===== src/rtl/mst_imp_rd_dma_if.sv =====
// AXI4-lite read channel bundle (AR + R) between the window read master and memory.
interface mst_imp_rd_dma_if #(
    parameter int AW = 32,
    parameter int DW = 32
);
    logic          arvalid;
    logic          arready;
    logic [AW-1:0] araddr;
    logic [2:0]    arprot;
    logic          rvalid;
    logic          rready;
    logic [DW-1:0] rdata;
    logic [1:0]    rresp;

    modport master (
        output arvalid, araddr, arprot, rready,
        input  arready, rvalid, rdata, rresp
    );

    modport slave (
        input  arvalid, araddr, arprot, rready,
        output arready, rvalid, rdata, rresp
    );
endinterface


===== src/rtl/mst_imp_rd_dma.sv =====
// 2-D window read master: credit-limited AR issue, read-data FIFO and tagged pixel stream.
//   state   | meaning
//   S_IDLE  | waiting for a rising edge on IMP_ST
//   S_ISSUE | walking the window row-major, issuing one AR per word
//   S_DRAIN | all ARs issued; waiting for R beats and stream drain
//   S_DONE  | one-cycle completion pulse
module mst_imp_rd_dma #(
    parameter int AW         = 32,
    parameter int DW         = 32,
    parameter int CW         = 8,
    parameter int MAX_OUTST  = 4,
    parameter int FIFO_DEPTH = 8
) (
    input  logic                   clk,
    input  logic                   PoR_rst_n,
    mst_imp_rd_dma_if.master       mem_axi,
    input  logic [CW-1:0]          IMP_HSIZE,
    input  logic [CW-1:0]          IMP_VSIZE,
    input  logic [AW-1:0]          IMP_SRC_BADDR,
    input  logic [AW-1:0]          IMP_ADR_PITCH,
    input  logic                   IMP_ST,
    output logic                   pix_valid,
    input  logic                   pix_ready,
    output logic [DW-1:0]          pix_data,
    output logic                   pix_sol,
    output logic                   pix_eol,
    output logic                   pix_eof,
    output logic                   imp_busy,
    output logic                   imp_done,
    output logic                   imp_err
);
    localparam int OW  = $clog2(MAX_OUTST + 1);
    localparam int FCW = $clog2(FIFO_DEPTH + 1);
    localparam int PW  = (FIFO_DEPTH > 1) ? $clog2(FIFO_DEPTH) : 1;
    localparam logic [AW-1:0] STRIDE = AW'(DW / 8);

    typedef enum logic [1:0] {S_IDLE, S_ISSUE, S_DRAIN, S_DONE} state_t;

    state_t         state_q, state_d;
    logic [1:0]     st_hist_q;
    logic [CW-1:0]  hsize_q, vsize_q, x_q, y_q, ox_q, oy_q;
    logic [AW-1:0]  pitch_q, row_base_q, araddr_q;
    logic [OW-1:0]  outst_q;
    logic [FCW-1:0] fifo_cnt_q;
    logic [PW-1:0]  wr_ptr_q, rd_ptr_q;
    logic [DW-1:0]  fifo_mem_q [FIFO_DEPTH];
    logic           err_q;

    logic trigger, zero_size, credit_ok, ar_hs, r_hs, pop;
    logic x_last, y_last, ox_last, oy_last;

    assign trigger   = (st_hist_q == 2'b01) && (state_q == S_IDLE);
    assign zero_size = (IMP_HSIZE == '0) || (IMP_VSIZE == '0);
    // outstanding + buffered never grows without an AR, so arvalid stays up until accepted
    assign credit_ok = (outst_q < OW'(MAX_OUTST)) &&
                       ((32'(outst_q) + 32'(fifo_cnt_q)) < 32'(FIFO_DEPTH));

    assign mem_axi.arvalid = (state_q == S_ISSUE) && credit_ok;
    assign mem_axi.araddr  = araddr_q;
    assign mem_axi.arprot  = 3'b000;
    assign mem_axi.rready  = 1'b1;

    assign ar_hs = mem_axi.arvalid && mem_axi.arready;
    assign r_hs  = mem_axi.rvalid && (outst_q != '0);
    assign pop   = pix_valid && pix_ready;

    assign x_last  = (x_q == hsize_q - CW'(1));
    assign y_last  = (y_q == vsize_q - CW'(1));
    assign ox_last = (ox_q == hsize_q - CW'(1));
    assign oy_last = (oy_q == vsize_q - CW'(1));

    assign pix_valid = (fifo_cnt_q != '0);
    assign pix_data  = fifo_mem_q[rd_ptr_q];
    assign pix_sol   = pix_valid && (ox_q == '0);
    assign pix_eol   = pix_valid && ox_last;
    assign pix_eof   = pix_eol && oy_last;

    assign imp_busy = (state_q != S_IDLE);
    assign imp_done = (state_q == S_DONE);
    assign imp_err  = err_q;

    always_comb begin
        state_d = state_q;
        case (state_q)
            S_IDLE:  if (trigger) state_d = zero_size ? S_DONE : S_ISSUE;
            S_ISSUE: if (ar_hs && x_last && y_last) state_d = S_DRAIN;
            // leave on the edge that hands off the final word
            S_DRAIN: if ((outst_q == '0) &&
                         ((fifo_cnt_q == '0) || ((fifo_cnt_q == FCW'(1)) && pop)))
                         state_d = S_DONE;
            S_DONE:  state_d = S_IDLE;
            default: state_d = S_IDLE;
        endcase
    end

    always_ff @(posedge clk or negedge PoR_rst_n) begin
        if (!PoR_rst_n) begin
            state_q   <= S_IDLE;
            st_hist_q <= 2'b00;
        end else begin
            state_q   <= state_d;
            st_hist_q <= {st_hist_q[0], IMP_ST};
        end
    end

    always_ff @(posedge clk or negedge PoR_rst_n) begin
        if (!PoR_rst_n) begin
            hsize_q    <= '0;
            vsize_q    <= '0;
            pitch_q    <= '0;
            x_q        <= '0;
            y_q        <= '0;
            row_base_q <= '0;
            araddr_q   <= '0;
        end else if (trigger) begin
            hsize_q    <= IMP_HSIZE;
            vsize_q    <= IMP_VSIZE;
            pitch_q    <= IMP_ADR_PITCH;
            x_q        <= '0;
            y_q        <= '0;
            row_base_q <= IMP_SRC_BADDR;
            araddr_q   <= IMP_SRC_BADDR;
        end else if (ar_hs) begin
            if (x_last) begin
                x_q        <= '0;
                y_q        <= y_q + CW'(1);
                row_base_q <= row_base_q + pitch_q;
                araddr_q   <= row_base_q + pitch_q;
            end else begin
                x_q      <= x_q + CW'(1);
                araddr_q <= araddr_q + STRIDE;
            end
        end
    end

    always_ff @(posedge clk or negedge PoR_rst_n) begin
        if (!PoR_rst_n) begin
            ox_q <= '0;
            oy_q <= '0;
        end else if (trigger) begin
            ox_q <= '0;
            oy_q <= '0;
        end else if (pop) begin
            if (ox_last) begin
                ox_q <= '0;
                oy_q <= oy_q + CW'(1);
            end else begin
                ox_q <= ox_q + CW'(1);
            end
        end
    end

    always_ff @(posedge clk or negedge PoR_rst_n) begin
        if (!PoR_rst_n) begin
            outst_q <= '0;
        end else begin
            case ({ar_hs, r_hs})
                2'b10:   outst_q <= outst_q + OW'(1);
                2'b01:   outst_q <= outst_q - OW'(1);
                default: outst_q <= outst_q;
            endcase
        end
    end

    always_ff @(posedge clk or negedge PoR_rst_n) begin
        if (!PoR_rst_n) begin
            for (int i = 0; i < FIFO_DEPTH; i++) fifo_mem_q[i] <= '0;
            wr_ptr_q   <= '0;
            rd_ptr_q   <= '0;
            fifo_cnt_q <= '0;
        end else begin
            if (r_hs) begin
                fifo_mem_q[wr_ptr_q] <= mem_axi.rdata;
                wr_ptr_q             <= wr_ptr_q + PW'(1);
            end
            if (pop) rd_ptr_q <= rd_ptr_q + PW'(1);
            case ({r_hs, pop})
                2'b10:   fifo_cnt_q <= fifo_cnt_q + FCW'(1);
                2'b01:   fifo_cnt_q <= fifo_cnt_q - FCW'(1);
                default: fifo_cnt_q <= fifo_cnt_q;
            endcase
        end
    end

    always_ff @(posedge clk or negedge PoR_rst_n) begin
        if (!PoR_rst_n) begin
            err_q <= 1'b0;
        end else if (trigger) begin
            err_q <= 1'b0;
        end else if (r_hs && (mem_axi.rresp != 2'b00)) begin
            err_q <= 1'b1;
        end
    end
endmodule


===== src/flat_wrapper.sv =====
// flat-port wrapper written by rule: the top's interface ports become plain ports
module mst_imp_rd_dma_flat 
#(
    parameter int AW         = 32,
    parameter int DW         = 32,
    parameter int CW         = 8,
    parameter int MAX_OUTST  = 4,
    parameter int FIFO_DEPTH = 8
)
  (clk, PoR_rst_n, IMP_HSIZE, IMP_VSIZE, IMP_SRC_BADDR, IMP_ADR_PITCH, IMP_ST, pix_valid, pix_ready, pix_data, pix_sol, pix_eol, pix_eof, imp_busy, imp_done, imp_err, mem_axi_arvalid, mem_axi_araddr, mem_axi_arprot, mem_axi_rready, mem_axi_arready, mem_axi_rvalid, mem_axi_rdata, mem_axi_rresp);
  mst_imp_rd_dma_if #(.AW(AW), .DW(DW)) mem_axi_i ();
  input  logic clk;
  input  logic PoR_rst_n;
  input  logic [CW-1:0] IMP_HSIZE;
  input  logic [CW-1:0] IMP_VSIZE;
  input  logic [AW-1:0] IMP_SRC_BADDR;
  input  logic [AW-1:0] IMP_ADR_PITCH;
  input  logic IMP_ST;
  output logic pix_valid;
  input  logic pix_ready;
  output logic [DW-1:0] pix_data;
  output logic pix_sol;
  output logic pix_eol;
  output logic pix_eof;
  output logic imp_busy;
  output logic imp_done;
  output logic imp_err;
  output wire logic [$bits(mem_axi_i.arvalid)-1:0] mem_axi_arvalid;
  output wire logic [$bits(mem_axi_i.araddr)-1:0] mem_axi_araddr;
  output wire logic [$bits(mem_axi_i.arprot)-1:0] mem_axi_arprot;
  output wire logic [$bits(mem_axi_i.rready)-1:0] mem_axi_rready;
  input wire logic [$bits(mem_axi_i.arready)-1:0] mem_axi_arready;
  input wire logic [$bits(mem_axi_i.rvalid)-1:0] mem_axi_rvalid;
  input wire logic [$bits(mem_axi_i.rdata)-1:0] mem_axi_rdata;
  input wire logic [$bits(mem_axi_i.rresp)-1:0] mem_axi_rresp;
  assign mem_axi_arvalid = mem_axi_i.arvalid;
  assign mem_axi_araddr = mem_axi_i.araddr;
  assign mem_axi_arprot = mem_axi_i.arprot;
  assign mem_axi_rready = mem_axi_i.rready;
  assign mem_axi_i.arready = mem_axi_arready;
  assign mem_axi_i.rvalid = mem_axi_rvalid;
  assign mem_axi_i.rdata = mem_axi_rdata;
  assign mem_axi_i.rresp = mem_axi_rresp;
  mst_imp_rd_dma #(.AW(AW), .DW(DW), .CW(CW), .MAX_OUTST(MAX_OUTST), .FIFO_DEPTH(FIFO_DEPTH)) u_core (.clk(clk), .PoR_rst_n(PoR_rst_n), .mem_axi(mem_axi_i), .IMP_HSIZE(IMP_HSIZE), .IMP_VSIZE(IMP_VSIZE), .IMP_SRC_BADDR(IMP_SRC_BADDR), .IMP_ADR_PITCH(IMP_ADR_PITCH), .IMP_ST(IMP_ST), .pix_valid(pix_valid), .pix_ready(pix_ready), .pix_data(pix_data), .pix_sol(pix_sol), .pix_eol(pix_eol), .pix_eof(pix_eof), .imp_busy(imp_busy), .imp_done(imp_done), .imp_err(imp_err));
endmodule

===== config.mk =====
export PLATFORM = sky130hd
export DESIGN_NAME = mst_imp_rd_dma_flat
export DESIGN_NICKNAME = d
export VERILOG_FILES = /design/src/rtl/mst_imp_rd_dma_if.sv /design/src/rtl/mst_imp_rd_dma.sv /design/src/flat_wrapper.sv
export SDC_FILE = /design/constraint.sdc
export NUM_CORES = 1
export LEC_CHECK = 0
export ABC_AREA = 1
export CAP_MARGIN = 20
export CORE_UTILIZATION = 53
export DETAILED_ROUTE_END_ITERATION = 7
export PLACE_DENSITY_LB_ADDON = 0.08
export SLEW_MARGIN = 25
export SYNTH_ARGS = -nofsm -noshare
export SYNTH_HDL_FRONTEND = slang
export SYNTH_SLANG_ARGS = --single-unit

===== constraint.sdc =====
create_clock -name clk -period 2.1 [get_ports clk]
set_input_delay 0.42 -clock clk [delete_from_list [all_inputs] [get_ports clk]]
set_output_delay 0.42 -clock clk [all_outputs]
set_load 0.005 [all_outputs]

==> qor.txt, run 1 <==
====================================================================================
Nature of the critical path endpoint                                      output pin
Number of vias per cell after detailed routing                                  5.73
TritonCTS Sinks                                                                  418
Die boundary width                                                            207 um
Failing checks                                                          DRC, setup timing
Full die area                                                              42800 um2
Combined area of all synthesized cells                                     22200 um2
Antenna violations before repair                                                   0
Overflow after GRT                                                                 0
Number of different library cells in the post-synthesis netlist                   44
Final Slew Violations                                                              0
Largest fanout of any net on the critical path                                     3
Number of remaining DRC errors                                                    15
Global-route wire length before repair                                        119 mm
Placeable core region                                                      41100 um2
Clk buf depth                                                                      3
Mean post-synth cell area                                                   7.56 um2
Post-Route WL                                                                75.7 mm
Clock tree skew after final layout                                         0.0239 ns
Crit path arrival time                                                       2.42 ns
DR WL/cell                                                                   18.8 um
Share of post-route cells with drive strength above 1                          23.4%
H-tree Lvls                                                                        2
Number of nets with antenna violations after detailed routing                      0
Quantity of I/O buffers inserted on ports                                        191
Weighted congestion at the end of routability-driven global placement          0.931
Worst hold margin                                                           0.253 ns
Most frequent cells in the layout                                       sky130_fd_sc_hd__nand2_1, sky130_fd_sc_hd__dfrtp_1, sky130_fd_sc_hd__o21ai_0
Share of synthesized flip-flops with an asynchronous set or reset               100%
Area occupied by registers                                                 10500 um2
Post-route setup TNS                                                       -45.97 ns
Final number of hold-violating endpoints                                           0
Final core area utilization                                                    76.7%
Unrepaired setup endpoints after global routing                                 true
Clock slew seen by the registers of the worst setup and hold paths           0.06 ns
Number of warnings printed during yosys synthesis                                  0
Leading cell type in the layout, fill and taps excluded                 sky130_fd_sc_hd__nand2_1
Number of CTS-inserted buffers                                                    47
Area added between synthesis and finish                                        41.7%
Static Leakage                                                               14.9 nW
Clock tree from TritonCTS                                                        yes
Vias in the first global route                                                 22500
Final Cycle Share                                                               135%
Top_reg_cell synth                                                      sky130_fd_sc_hd__dfrtp_1
Outcome                                                                 complete, but fails checks
Detailed Place HPWL                                                          47.9 mm
Class of the most critical hold timing path                             input port to flop
Number of antenna diodes                                                           0
Clock latency reported for the late side of the worst-skew pair              0.60 ns
Fill cell count                                                                 2948
Seq/Total Area, Yosys                                                          47.0%
Kind of critical path                                                   flop to output pin
Max frequency                                                                352 MHz
Overall Global Routing Usage                                                   35.5%
Pin slew with the least headroom to its limit                               0.598 ns
First-pass iteration count of the detailed router                                  7
Initial cell density of the core                                               54.1%
Final count of negative-setup-slack endpoints                                    136
Root buffer selected by CTS                                             sky130_fd_sc_hd__clkbuf_16
# rows                                                                            74
Final instance area                                                        31500 um2
Multi-input logic area                                                     11800 um2
I/O Pins                                                                         196
Startpoint type of the worst setup path                                         flop
Pwr Density                                                              1740 nW/um2
Number of storage elements in the synthesis netlist                              418
Via count                                                                      23000
Clock period minus worst slack                                               2.84 ns
Required time at the endpoint of the critical path                           1.68 ns
Die Ht                                                                        207 um
Number of flops mapped to enable cells by yosys                                    0
Dpl cell area                                                              27200 um2
Instance count of the mapped netlist                                            2943
Iter 0 DRT Violations                                                           2157
Final layout net count                                                          3622
IR drop worst, VDD                                                           1.01 mV
Count of maximum capacitance violations                                            0
Fin worst setup slack                                                      -0.738 ns
Tightest slew margin relative to the limit                                     59.7%
Pin count of the biggest net entering global routing                              65
====================================================================================
-- flip-flops by register name, indices dropped and copies added, names as in the netlist, 4 cells and up --
signal                 cells
u_core.oy_q                8
u_core.row_base_q         32
u_core.fifo_mem_q        256
u_core.hsize_q             8
u_core.mem_axi.araddr     32
u_core.y_q                 8
u_core.pitch_q            32
u_core.fifo_cnt_q          4
u_core.ox_q                8
u_core.vsize_q             8
u_core.x_q                 8
-- worst paths after layout --
| path | from | endpoint | slack, ns | depth (start not counted) |
|---|---|---|---|---|
| min | IMP_ST | u_core.st_hist_q[0] | 0.25 | 1 |
| max in group asynchronous | PoR_rst_n | u_core.mem_axi.araddr[26] | 0.92 | 3 |
| min in group asynchronous | PoR_rst_n | u_core.ox_q[6] | 0.37 | 2 |
| max | u_core.hsize_q[1] | pix_eol | -0.74 | 12 |
| min reg2reg | u_core.st_hist_q[0] | u_core.st_hist_q[1] | 0.40 | 0 |
| max reg2reg | u_core.hsize_q[1] | u_core.row_base_q[16] | -0.49 | 17 |
-- worst max-delay path, stage by stage (launching register included) --
cell and delay, ns:
sky130_fd_sc_hd__dfrtp_1 0.38, sky130_fd_sc_hd__buf_4 0.14, sky130_fd_sc_hd__nor2_4 0.14, sky130_fd_sc_hd__buf_4 0.15, sky130_fd_sc_hd__nand2_4 0.06, sky130_fd_sc_hd__buf_4 0.15
sky130_fd_sc_hd__o21ai_4 0.15, sky130_fd_sc_hd__nand3_2 0.10, sky130_fd_sc_hd__and3b_1 0.20, sky130_fd_sc_hd__nand3_2 0.10, sky130_fd_sc_hd__buf_4 0.12, sky130_fd_sc_hd__nor2_2 0.03
sky130_fd_sc_hd__buf_2 0.12
-- through the flow --
stage / total power [W] / setup WS (ns) / std cells
global route: 0.0585 / -0.800 / 4016
floorplan: 0.0277 / -0.0118 / 2945
CTS: 0.0526 / -0.625 / 4006
finish: 0.0548 / -0.738 / 4016
global placement: 0.0396 / -0.517 / 3846
detailed placement: 0.0402 / -0.550 / 3846
-- cell families after synthesis --
| family | count (synthesis) | synth area share (%) |
|---|---|---|
| and+or+nand+nor | 1386 | 25.2 |
| AOI/OAI and AO/OA | 667 | 15.8 |
| DFF | 418 | 47.0 |
| buffers and inverters | 346 | 6.02 |
| xor gates and xnor gates | 69 | 2.78 |
| adders and majority gates | 55 | 3.16 |
| other | 2 | 0.0338 |
-- power by group --
part           switching, W  leakage, nW  internal [W]  total (W)
Clock               0.00347        0.808       0.00522    0.00869
Combinational        0.0174         8.93        0.0145     0.0319
Sequential          0.00274         5.15        0.0115     0.0143
Total                0.0236         14.9        0.0313     0.0548
-- routing by layer --
| metal | vias up | wire [um] | track usage, % |
|---|---|---|---|
| li1 | 10700 | - | - |
| met1 | 11100 | 31500 | 48.0 |
| met2 | 982 | 36900 | 59.3 |
| met3 | 173 | 4870 | 3.49 |
| met4 | 0 | 2390 | 13.1 |
| met5 | - | 0 | 0 |
-- cell type report --
class / count / share of cell area [%]
multi-input combinational: 2182 / 37.5
sequential: 418 / 33.2
timing repair buffer: 593 / 19.5
clock buffer: 66 / 4.28
inverter: 204 / 2.58
tap: 532 / 2.11
clock inverter: 20 / 0.865
timing repair inverter: 1 / 0.0238
-- cell usage after synthesis (all sizes together) (2+ instances only) --
cell type,count,area (um2)
nor4,15,93.8
dfrtp,418,10500
o21ai,488,2450
nand3,113,578
or2,6,37.5
ha,53,663
o22ai,52,325
conb,2,7.51
inv,200,751
clkinv,4,15.0
fa,2,40.0
o21bai,4,30.0
and3,2,12.5
o211ai,2,15.0
o31ai,2,15.0
nand2,772,2910
xor2,47,412
a31oi,44,275
a21oi,70,350
nand4,35,219
nor3,25,130
clkbuf,122,458
nand3b,12,90.1
buf,20,115
xnor2,21,184
nor3b,3,22.5
nor2,402,1520
-- what timing repair did --
item	CTS	global route
setup endpoints to repair	139	159
gates cloned	24	4
setup buffers	63	12
endpoints found under the hold margin	29	0
pin swaps	150	103
hold buffers	1	0
resized for setup	552	167
Power figures use the tool's default switching activity.
==> run 2: changes to the inputs <==
- HOLD_SLACK_MARGIN: unset -> 0.12
==> results of run 2 <==
The final DEF is identical to that of run 1; final timing and power are the same.
